### config.mk
export PLATFORM = sky130hd
export DESIGN_NAME = nios_mem_arbiter_flat
export DESIGN_NICKNAME = d
export VERILOG_FILES = /design/src/rtl/nios_mem_arbiter_pkg.sv /design/src/rtl/nios_mem_arbiter_if.sv /design/src/rtl/nios_mem_arbiter_rr.sv /design/src/rtl/nios_mem_arbiter.sv /design/src/flat_wrapper.sv
export SDC_FILE = /design/constraint.sdc
export NUM_CORES = 1
export LEC_CHECK = 0
export BUFFER_PORTS_ARGS = -buffer_cell sky130_fd_sc_hd__clkbuf_2
export CORE_ASPECT_RATIO = 0.9
export CORE_MARGIN = 4
export CORE_UTILIZATION = 34
export DETAILED_ROUTE_END_ITERATION = 10
export GPL_TIMING_DRIVEN = 0
export MAX_ROUTING_LAYER = met4
export PLACE_DENSITY = 0.63
export SLEW_MARGIN = 20
export SYNTH_ARGS = -nofsm -noshare
export SYNTH_HDL_FRONTEND = slang
export SYNTH_HIERARCHICAL = 1
export SYNTH_SLANG_ARGS = --single-unit
### constraint.sdc
create_clock -name clk -period 4.4 [get_ports clk]
set_clock_uncertainty 0.2 [all_clocks]
set_input_delay 0.44 -clock clk [delete_from_list [all_inputs] [get_ports clk]]
set_output_delay 0.44 -clock clk [all_outputs]
set_load 0.01 [all_outputs]
### src/rtl/nios_mem_arbiter_pkg.sv
// Shared types for the nios_2 unified-memory arbiter: FSM encoding, grant
// identifiers and the data word returned on an aborted access.
package nios_arb_pkg;
  typedef enum logic [1:0] {
    IDLE   = 2'd0,
    BUSY_I = 2'd1,
    BUSY_D = 2'd2
  } arb_state_e;

  typedef enum logic {
    GNT_I = 1'b0,
    GNT_D = 1'b1
  } grant_e;

  localparam logic [31:0] TIMEOUT_DATA = 32'hDEADBEEF;
endpackage

### src/rtl/nios_mem_arbiter_if.sv
// Bundle of the core-side (fetch + data) and memory-side signals of the arbiter.
interface nios_mem_arbiter_if #(
  parameter int ADDR_W = 16,
  parameter int DATA_W = 32
);
  logic              if_req;
  logic [7:0]        if_addr;
  logic [DATA_W-1:0] if_rdata;
  logic              if_valid;
  logic              dm_rd;
  logic              dm_wr;
  logic [31:0]       dm_addr;
  logic [DATA_W-1:0] dm_wdata;
  logic [DATA_W-1:0] dm_rdata;
  logic              dm_valid;
  logic              cpu_stall;
  logic              mem_req;
  logic              mem_we;
  logic [ADDR_W-1:0] mem_addr;
  logic [DATA_W-1:0] mem_wdata;
  logic [DATA_W-1:0] mem_rdata;
  logic              mem_ack;
  logic              err;

  // Arbiter view.
  modport slave (
    input  if_req, if_addr, dm_rd, dm_wr, dm_addr, dm_wdata, mem_rdata, mem_ack,
    output if_rdata, if_valid, dm_rdata, dm_valid, cpu_stall,
           mem_req, mem_we, mem_addr, mem_wdata, err
  );

  // Core + memory view.
  modport master (
    output if_req, if_addr, dm_rd, dm_wr, dm_addr, dm_wdata, mem_rdata, mem_ack,
    input  if_rdata, if_valid, dm_rdata, dm_valid, cpu_stall,
           mem_req, mem_we, mem_addr, mem_wdata, err
  );
endinterface

### src/rtl/nios_mem_arbiter_rr.sv
// Two-way fetch/data selector: fixed data priority or alternation on a tie,
// remembering the last granted port.
module nios_arb_rr
  import nios_arb_pkg::*;
#(
  parameter bit DATA_PRIORITY = 1'b1
) (
  input  logic   clk,
  input  logic   rst,
  input  logic   req_i,
  input  logic   req_d,
  input  logic   take,
  output grant_e gnt,
  output logic   any
);
  grant_e last_q;

  assign any = req_i | req_d;

  always_comb begin
    gnt = GNT_I;
    if (req_d && !req_i) gnt = GNT_D;
    else if (req_d && req_i) begin
      if (DATA_PRIORITY || last_q == GNT_I) gnt = GNT_D;
    end
  end

  always_ff @(posedge clk or posedge rst) begin
    if (rst)              last_q <= GNT_I;
    else if (take && any) last_q <= gnt;
  end
endmodule

### src/rtl/nios_mem_arbiter.sv
// Shares one single-ported memory between the nios_2 fetch and data ports:
// grant, issue, wait for ack (with timeout), return data, and stall the core.
module nios_mem_arbiter
  import nios_arb_pkg::*;
#(
  parameter int ADDR_W        = 16,
  parameter int DATA_W        = 32,
  parameter bit DATA_PRIORITY = 1'b1,
  parameter int TIMEOUT       = 15
) (
  input logic               clk,
  input logic               rst,
  nios_mem_arbiter_if.slave bus
);
  arb_state_e        state_q, state_d;
  logic [ADDR_W-1:0] addr_q;
  logic [DATA_W-1:0] wdata_q;
  logic              we_q;
  logic [7:0]        wait_q;
  logic              req_i, req_d, any, take, done, abort;
  grant_e            gnt;
  logic              unused_addr;

  // A port whose valid pulse is out this cycle is finished, not re-requesting.
  assign req_i = bus.if_req & ~bus.if_valid;
  assign req_d = (bus.dm_rd | bus.dm_wr) & ~bus.dm_valid;
  assign take  = (state_q == IDLE) & any;

  assign bus.cpu_stall = req_i | req_d;
  assign bus.mem_req   = (state_q != IDLE);
  assign bus.mem_addr  = addr_q;
  assign bus.mem_we    = we_q;
  assign bus.mem_wdata = wdata_q;
  assign unused_addr   = ^bus.dm_addr[31:ADDR_W];

  nios_arb_rr #(.DATA_PRIORITY(DATA_PRIORITY)) u_rr (
    .clk  (clk),
    .rst  (rst),
    .req_i(req_i),
    .req_d(req_d),
    .take (take),
    .gnt  (gnt),
    .any  (any)
  );

  always_ff @(posedge clk or posedge rst) begin
    if (rst) state_q <= IDLE;
    else     state_q <= state_d;
  end

  always_comb begin
    state_d = state_q;
    done    = 1'b0;
    abort   = 1'b0;
    case (state_q)
      IDLE: if (any) state_d = (gnt == GNT_D) ? BUSY_D : BUSY_I;
      BUSY_I, BUSY_D: begin
        if (bus.mem_ack)                      done  = 1'b1;
        else if (wait_q == 8'(TIMEOUT - 1))   abort = 1'b1;
        if (done || abort) state_d = IDLE;
      end
      default: state_d = IDLE;
    endcase
  end

  always_ff @(posedge clk or posedge rst) begin
    if (rst) begin
      addr_q       <= '0;
      wdata_q      <= '0;
      we_q         <= 1'b0;
      wait_q       <= '0;
      bus.if_rdata <= '0;
      bus.dm_rdata <= '0;
      bus.if_valid <= 1'b0;
      bus.dm_valid <= 1'b0;
      bus.err      <= 1'b0;
    end else begin
      bus.if_valid <= 1'b0;
      bus.dm_valid <= 1'b0;
      bus.err      <= 1'b0;
      if (take) begin
        wait_q <= '0;
        if (gnt == GNT_D) begin
          addr_q  <= bus.dm_addr[ADDR_W-1:0];
          wdata_q <= bus.dm_wdata;
          we_q    <= bus.dm_wr;
          bus.err <= bus.dm_rd & bus.dm_wr;
        end else begin
          addr_q <= ADDR_W'(bus.if_addr);
          we_q   <= 1'b0;
        end
      end else if (state_q != IDLE) begin
        wait_q <= wait_q + 8'd1;
        if (done || abort) begin
          bus.err <= abort;
          if (state_q == BUSY_I) begin
            bus.if_valid <= 1'b1;
            bus.if_rdata <= done ? bus.mem_rdata : DATA_W'(TIMEOUT_DATA);
          end else begin
            bus.dm_valid <= 1'b1;
            if (abort)      bus.dm_rdata <= DATA_W'(TIMEOUT_DATA);
            else if (!we_q) bus.dm_rdata <= bus.mem_rdata;
          end
        end
      end
    end
  end
endmodule

### src/flat_wrapper.sv
// flat-port wrapper written by rule: the top's interface ports become plain ports
module nios_mem_arbiter_flat import nios_arb_pkg::*;
#(
  parameter int ADDR_W        = 16,
  parameter int DATA_W        = 32,
  parameter bit DATA_PRIORITY = 1'b1,
  parameter int TIMEOUT       = 15
)
  (clk, rst, bus_if_req, bus_if_addr, bus_dm_rd, bus_dm_wr, bus_dm_addr, bus_dm_wdata, bus_mem_rdata, bus_mem_ack, bus_if_rdata, bus_if_valid, bus_dm_rdata, bus_dm_valid, bus_cpu_stall, bus_mem_req, bus_mem_we, bus_mem_addr, bus_mem_wdata, bus_err);
  nios_mem_arbiter_if #(.ADDR_W(ADDR_W), .DATA_W(DATA_W)) bus_i ();
  input logic clk;
  input logic rst;
  input wire logic [$bits(bus_i.if_req)-1:0] bus_if_req;
  input wire logic [$bits(bus_i.if_addr)-1:0] bus_if_addr;
  input wire logic [$bits(bus_i.dm_rd)-1:0] bus_dm_rd;
  input wire logic [$bits(bus_i.dm_wr)-1:0] bus_dm_wr;
  input wire logic [$bits(bus_i.dm_addr)-1:0] bus_dm_addr;
  input wire logic [$bits(bus_i.dm_wdata)-1:0] bus_dm_wdata;
  input wire logic [$bits(bus_i.mem_rdata)-1:0] bus_mem_rdata;
  input wire logic [$bits(bus_i.mem_ack)-1:0] bus_mem_ack;
  output wire logic [$bits(bus_i.if_rdata)-1:0] bus_if_rdata;
  output wire logic [$bits(bus_i.if_valid)-1:0] bus_if_valid;
  output wire logic [$bits(bus_i.dm_rdata)-1:0] bus_dm_rdata;
  output wire logic [$bits(bus_i.dm_valid)-1:0] bus_dm_valid;
  output wire logic [$bits(bus_i.cpu_stall)-1:0] bus_cpu_stall;
  output wire logic [$bits(bus_i.mem_req)-1:0] bus_mem_req;
  output wire logic [$bits(bus_i.mem_we)-1:0] bus_mem_we;
  output wire logic [$bits(bus_i.mem_addr)-1:0] bus_mem_addr;
  output wire logic [$bits(bus_i.mem_wdata)-1:0] bus_mem_wdata;
  output wire logic [$bits(bus_i.err)-1:0] bus_err;
  assign bus_i.if_req = bus_if_req;
  assign bus_i.if_addr = bus_if_addr;
  assign bus_i.dm_rd = bus_dm_rd;
  assign bus_i.dm_wr = bus_dm_wr;
  assign bus_i.dm_addr = bus_dm_addr;
  assign bus_i.dm_wdata = bus_dm_wdata;
  assign bus_i.mem_rdata = bus_mem_rdata;
  assign bus_i.mem_ack = bus_mem_ack;
  assign bus_if_rdata = bus_i.if_rdata;
  assign bus_if_valid = bus_i.if_valid;
  assign bus_dm_rdata = bus_i.dm_rdata;
  assign bus_dm_valid = bus_i.dm_valid;
  assign bus_cpu_stall = bus_i.cpu_stall;
  assign bus_mem_req = bus_i.mem_req;
  assign bus_mem_we = bus_i.mem_we;
  assign bus_mem_addr = bus_i.mem_addr;
  assign bus_mem_wdata = bus_i.mem_wdata;
  assign bus_err = bus_i.err;
  nios_mem_arbiter #(.ADDR_W(ADDR_W), .DATA_W(DATA_W), .DATA_PRIORITY(DATA_PRIORITY), .TIMEOUT(TIMEOUT)) u_core (.clk(clk), .rst(rst), .bus(bus_i));
endmodule
# == Word-level counts from Yosys, hierarchy flattened ==
# Cells that the tools add are included.
# word_totals
regBits,126
input_bits,110
output_inout_bits,118
wordCells,72
# classes
add_sub_neg,1
eq_ne,6
muxes,32
bitwise,10
reduce_logical,13
# ops
op,n
two-way mux 32 bit,3
two-way mux 1 bit,22
two-way mux 16 bit,1
two-way mux 8 bit,2
"adder 8 x 1 -> 8 bit, second input constant",1
"equality test 8 x 4 -> 1 bit, second input constant",1
two-way mux 2 bit,3
AND reduction 5 bit,1
AND 1 bit,4
"inequality test 2 x 1 -> 1 bit, second input constant",2
inverter 1 bit,4
one-hot mux 2 bit (2 select lines),1
AND reduction 2 bit,2
AND reduction 4 bit,1
nonzero test 2 bit,2
"equality test 2 x 1 -> 1 bit, second input constant",1
"equality test 2 bit, second input constant",1
logical AND 1 bit,2
zero test 2 bit,1
logical OR 1 bit,2
"inequality test 2 bit, second input constant",1
OR 1 bit,2
OR reduction 2 bit,1
zero test 1 bit,1

# == Longest topological paths before layout ==
# depth
ltp_word,9
ltp_mapped,9
ltp_nobuf,8

# == Hierarchy ==
# Netlist, hierarchy kept.
# by_module_without_submodules
module,n_inst,cells_each,area_each_um2,seq_area_each_um2
nios_mem_arbiter,1,365,4913.5,3153.0
nios_arb_rr,1,2,10.0,0.0

# == Worst setup path after synthesis ==
# No wires, ideal clock.
# synth_path
kind,flip-flop to flip-flop
startpoint,reg u_core.state_q[0]
endpoint,reg u_core.bus.dm_rdata[0]
setup_ns,0.121
t_arrival_ns,1.808
required_ns,4.079
setup_slack_ns,2.271
stages_incl_launch_ff,8
n_path_buf,2
period_less_slack_ns,2.129
path_cell_list,dfrtp_1 -> inv_1 -> ha_1 -> or3b_4 -> or2_1 -> buf_6 -> buf_6 -> o22a_1
# synth_between
elab_chain_cells,5
word_cells_on_any_way,14
cone_classes,eq/ne: 3; mux: 3; bitwise: 3; reduce/logical: 5
# synth_rtl
item,line_no,text
start: declaration,nios_mem_arbiter.sv:15,"arb_state_e state_q, state_d;"
start signal: assignment,nios_mem_arbiter.sv:48,else state_q <= state_d;
equality test 2 bit or equality test 2 x 1 -> 1 bit (tied branches),"nios_mem_arbiter.sv:55, nios_mem_arbiter.sv:96",
OR reduction 2 bit,nios_mem_arbiter.sv:55,case (state_q)
two-way mux 1 bit,nios_mem_arbiter.sv:55,
inequality test 2 bit (no source line) or logical OR 1 bit (tied branches),--,
AND reduction 5 bit (no source line),--,
end signal: assignment,nios_mem_arbiter.sv:101,if (abort) bus.dm_rdata <= DATA_W'(TIMEOUT_DATA);
end signal: assignment,nios_mem_arbiter.sv:102,else if (!we_q) bus.dm_rdata <= bus.mem_rdata;
end: declaration,nios_mem_arbiter_if.sv:28,"output if_rdata, if_valid, dm_rdata, dm_valid, cpu_stall,"
# Parallel ways exist; a longest one is shown, timed or not.
# A chain may end at the register's enable or synchronous reset.

# == Worst setup path after layout ==
# layout_path
startpoint,reg u_core.state_q[0]
endpoint,reg u_core.bus.dm_rdata[10]
# The elaborated chain is that of the path after synthesis.

==> impl_summary.log <==
[metrics] share of flip-flops with an asynchronous set or reset after synthesis: 100%
[metrics] capture point of the worst reg-to-reg path: u_core/bus.dm_rdata[10]
[metrics] Period Utilization, post-route: 52.3%
[metrics] Final Max Tran Viols: 0
[metrics] top flip-flop cell by instance count after synthesis: sky130_fd_sc_hd__dfrtp_1
[metrics] post-place setup slack: 1.93 ns
[metrics] number of ports placed on the die boundary: 228
[metrics] via/cell ratio: 4.75
[metrics] CTS root buffer: sky130_fd_sc_hd__clkbuf_16
[metrics] terminating pin of the worst hold path: u_core/bus.mem_wdata[16]
[metrics] Iteration-0 DRC Markers: 191
[metrics] via count of the first global-routing pass: 3971
[metrics] max capacitance violation total: 0
[metrics] critical path startpoint category: flop
[metrics] global routing usage on met2: 24.8%
[metrics] number of instances in the synthesized netlist: 367
[metrics] part of the total power dissipated in sequential elements: 36.5%
[metrics] most used standard cell by instance count after synthesis: sky130_fd_sc_hd__dfrtp_1
[metrics] nets: 714
[metrics] GRT Max-Usage Layer: met2
[metrics] commonest cells in the netlist: 126 x sky130_fd_sc_hd__dfrtp_1, 48 x sky130_fd_sc_hd__o22a_1, 33 x sky130_fd_sc_hd__nand2_1
[metrics] logic depth of the worst register-to-register path: 7
[metrics] global-route wire length before repair: 20400 µm
[metrics] min-delay src: bus_dm_wdata[16]
[metrics] met1 usage: 21.3%
[metrics] Clock Latency Late Sink: 0.40 ns
[metrics] TritonCTS Sinks: 126
[metrics] count of final hold-check violations: 0
[metrics] mean instance size in the synthesized netlist: 13.4 µm²
[metrics] worst path arrival time: 2.39 ns
[metrics] peak ir drop on the vdd network: 0.358 mV
[metrics] number of iterations in the first detailed-routing pass: 4
[metrics] number of port buffers: 211
[metrics] hold path cells: 2
[metrics] Post-CTS Setup Inserts: 0
[metrics] Worst Slack Setup Final: 2.10 ns
[metrics] worst min-delay path category: in2reg
[metrics] post-synthesis net count: 482
[metrics] PwrDens: 796 nW/µm²
[metrics] Final setup viols: 0
[metrics] Die H: 122 µm
[metrics] worst slew margin relative to its limit: 49.1%
[metrics] TritonCTS clock tree: done
[metrics] initial antenna violation count: 0
[metrics] crit path max fanout: 10
[metrics] combinational share of power: 36.9%
[metrics] Hold Slack: 0.0604 ns
[metrics] Warnings, synthesis: 6
[metrics] area leader, netlist: sky130_fd_sc_hd__dfrtp_1
[metrics] pin count of the biggest net entering global routing: 66
[metrics] gpl congestion: 0.803
[metrics] Synth Register Bits: 126
[metrics] fraction of the yosys area taken by sequential cells: 64.0%
[metrics] Finished Core Util: 48.9%
[metrics] required time at the endpoint of the critical path: 4.49 ns
[metrics] net switching power of the design: 1.86 mW
[metrics] number of DRC violations after detailed routing: 0
[metrics] number of distinct standard cells referenced by the synthesized netlist: 38
[metrics] Detail Route Antenna Nets: 0
[metrics] CTS Buffer Depth: 2
[metrics] quantity of gates resized following cts: 0
[metrics] EDFF count, synth: 0
[metrics] internal power consumption: 3.63 mW
[metrics] DR WL/cell: 16.1 µm
[metrics] area grow syn2layout: 40.0%
[metrics] total clock buffers created by CTS: 17
[metrics] Critical R2R Launch: u_core/state_q[0]
[metrics] startpoint-to-endpoint class of the critical path: reg2reg
[metrics] Clk network pwr share: 26.5%
[metrics] Initial Util: 34.9%
[metrics] total global-route track usage: 16.4%
[metrics] total number of vias: 3827
[metrics] highest achievable clock rate: 0.435 GHz
[metrics] DP Wirelength: 9780 µm
[metrics] netlist area before placement: 4920 µm²
[metrics] Ant. Diodes: 0
[metrics] width of the chip: 135 µm
[metrics] top cells by area, synth: sky130_fd_sc_hd__dfrtp_1 64%, sky130_fd_sc_hd__o22a_1 8.5%, sky130_fd_sc_hd__mux2_2 7.3%
[metrics] count of hold-fix buffers inserted at cts: 1
[metrics] core area: 14100 µm²
[metrics] die footprint: 16500 µm²
[metrics] Clk pin slew, worst setup/hold paths: 0.06 ns
[metrics] final total negative setup slack: 0 ns
[metrics] result of the run: complete, no violations
[metrics] final wirelength: 13000 µm
[metrics] post-synth top area share: 64.0%
[metrics] met3 Usage GRT: 5.12%
[metrics] GRT overflow: 0
[metrics] floorplan row count: 41
[metrics] Period minus WS final: 2.30 ns
[metrics] worst slew pin tran: 0.764 ns
[metrics] type of element capturing the critical path: flop
[metrics] LEAKAGE: 3.48 nW
[metrics] setup repair after global routing missed its margin: no
[metrics] switching share of power: 33.9%
[metrics] slack of the worst reg-to-reg path: 2.10 ns
[metrics] CTS H-Tree Depth: 4
[metrics] filler instances: 1282
[metrics] share of cells above drive strength 1: 47.9%
[area by class of cell]
class / count / area [µm²] / share of cell area, %
Tap cell: 193 / 241 / 3.50
Multi-Input combinational cell: 212 / 1620 / 23.5
Inverter: 6 / 27.5 / 0.399
Buffer: 23 / 126 / 1.83
Clock buffer: 23 / 498 / 7.22
Timing Repair Buffer: 213 / 1090 / 15.9
Clock inverter: 9 / 131 / 1.91
Sequential cell: 126 / 3150 / 45.7
[sequential cells by signal, indices dropped and copies added, names as in the netlist]
signal / count
u_core/bus.if_rdata: 32
u_core/wait_q: 8
u_core/bus.mem_addr: 16
u_core/bus.mem_wdata: 32
u_core/bus.mem_we: 1
u_core/bus.dm_rdata: 32
u_core/bus.err: 1
u_core/state_q: 2
u_core/bus.if_valid: 1
u_core/bus.dm_valid: 1
[power groups by stage]
stage / combinational [mW] / clock [mW] / sequential [mW]
global placement: 1.99 / 0 / 2.00
finish: 2.03 / 1.46 / 2.00
CTS: 2.07 / 1.49 / 2.01
detailed placement: 2.06 / 0 / 2.02
floorplan: 0.970 / 0 / 2.22
global route: 2.22 / 1.55 / 2.07
[routing by layer]
layer,share of wire (%),vias up
li1,-,1795
met1,45,1867
met3,6.7,11
met5,0,-
met2,47,154
met4,1.2,0
[worst max-delay path, stage by stage, from the launching register on]
cell                      delay [ns]
sky130_fd_sc_hd__dfrtp_1        0.38
sky130_fd_sc_hd__inv_1          0.08
sky130_fd_sc_hd__ha_1           0.40
sky130_fd_sc_hd__or3b_4         0.43
sky130_fd_sc_hd__or2_1          0.23
sky130_fd_sc_hd__buf_6          0.14
sky130_fd_sc_hd__buf_6          0.13
sky130_fd_sc_hd__o22a_1         0.20
[worst max path at each step]
stage | startpoint | endpoint | slack (ns) | cells after the start
6_report | u_core/state_q[0] | u_core/bus.dm_rdata[10] | 2.10 | 7
4_1_cts | u_core/state_q[0] | u_core/bus.dm_rdata[12] | 2.11 | 7
5_1_grt | u_core/state_q[0] | u_core/bus.mem_addr[0] | 1.95 | 8
3_5_place_dp | bus_dm_wr | u_core/bus.mem_wdata[9] | 1.93 | 9
3_3_place_gp | rst | u_core/bus.dm_rdata[6] | -0.89 | 2
2_1_floorplan | rst | u_core/bus.dm_rdata[0] | 0.40 | 1
[cells in the final DEF, fill, tap and decap left out, types with 7 or more instances in the layout]
cell,count
sky130_fd_sc_hd__a22o_1,16
sky130_fd_sc_hd__mux2i_1,8
sky130_fd_sc_hd__buf_2,8
sky130_fd_sc_hd__nand2_1,33
sky130_fd_sc_hd__nor2_1,7
sky130_fd_sc_hd__nand3_1,12
sky130_fd_sc_hd__o22a_1,48
sky130_fd_sc_hd__clkbuf_2,211
sky130_fd_sc_hd__clkbuf_16,17
sky130_fd_sc_hd__clkbuf_1,10
sky130_fd_sc_hd__dfrtp_1,126
sky130_fd_sc_hd__o21ai_0,15
sky130_fd_sc_hd__mux2_2,32
[through the flow]
stage               power [mW]  instance area [µm²]  instances
floorplan                 3.19                 4920        367
global placement          3.99                 6220        771
detailed placement        4.08                 6250        772
CTS                       5.56                 6890        805
global route              5.84                 6890        805
finish                    5.49                 6890        805
[cells by family after synthesis]
| logic type | share of synthesized area [%] |
|---|---|
| compound gates | 14.9 |
| xor+xnor | 0.178 |
| fa+ha+maj | 1.27 |
| buf+inv | 3.02 |
| flops | 64.0 |
| mux | 8.95 |
| simple gates | 7.60 |
(Power assumes the default switching activity.)
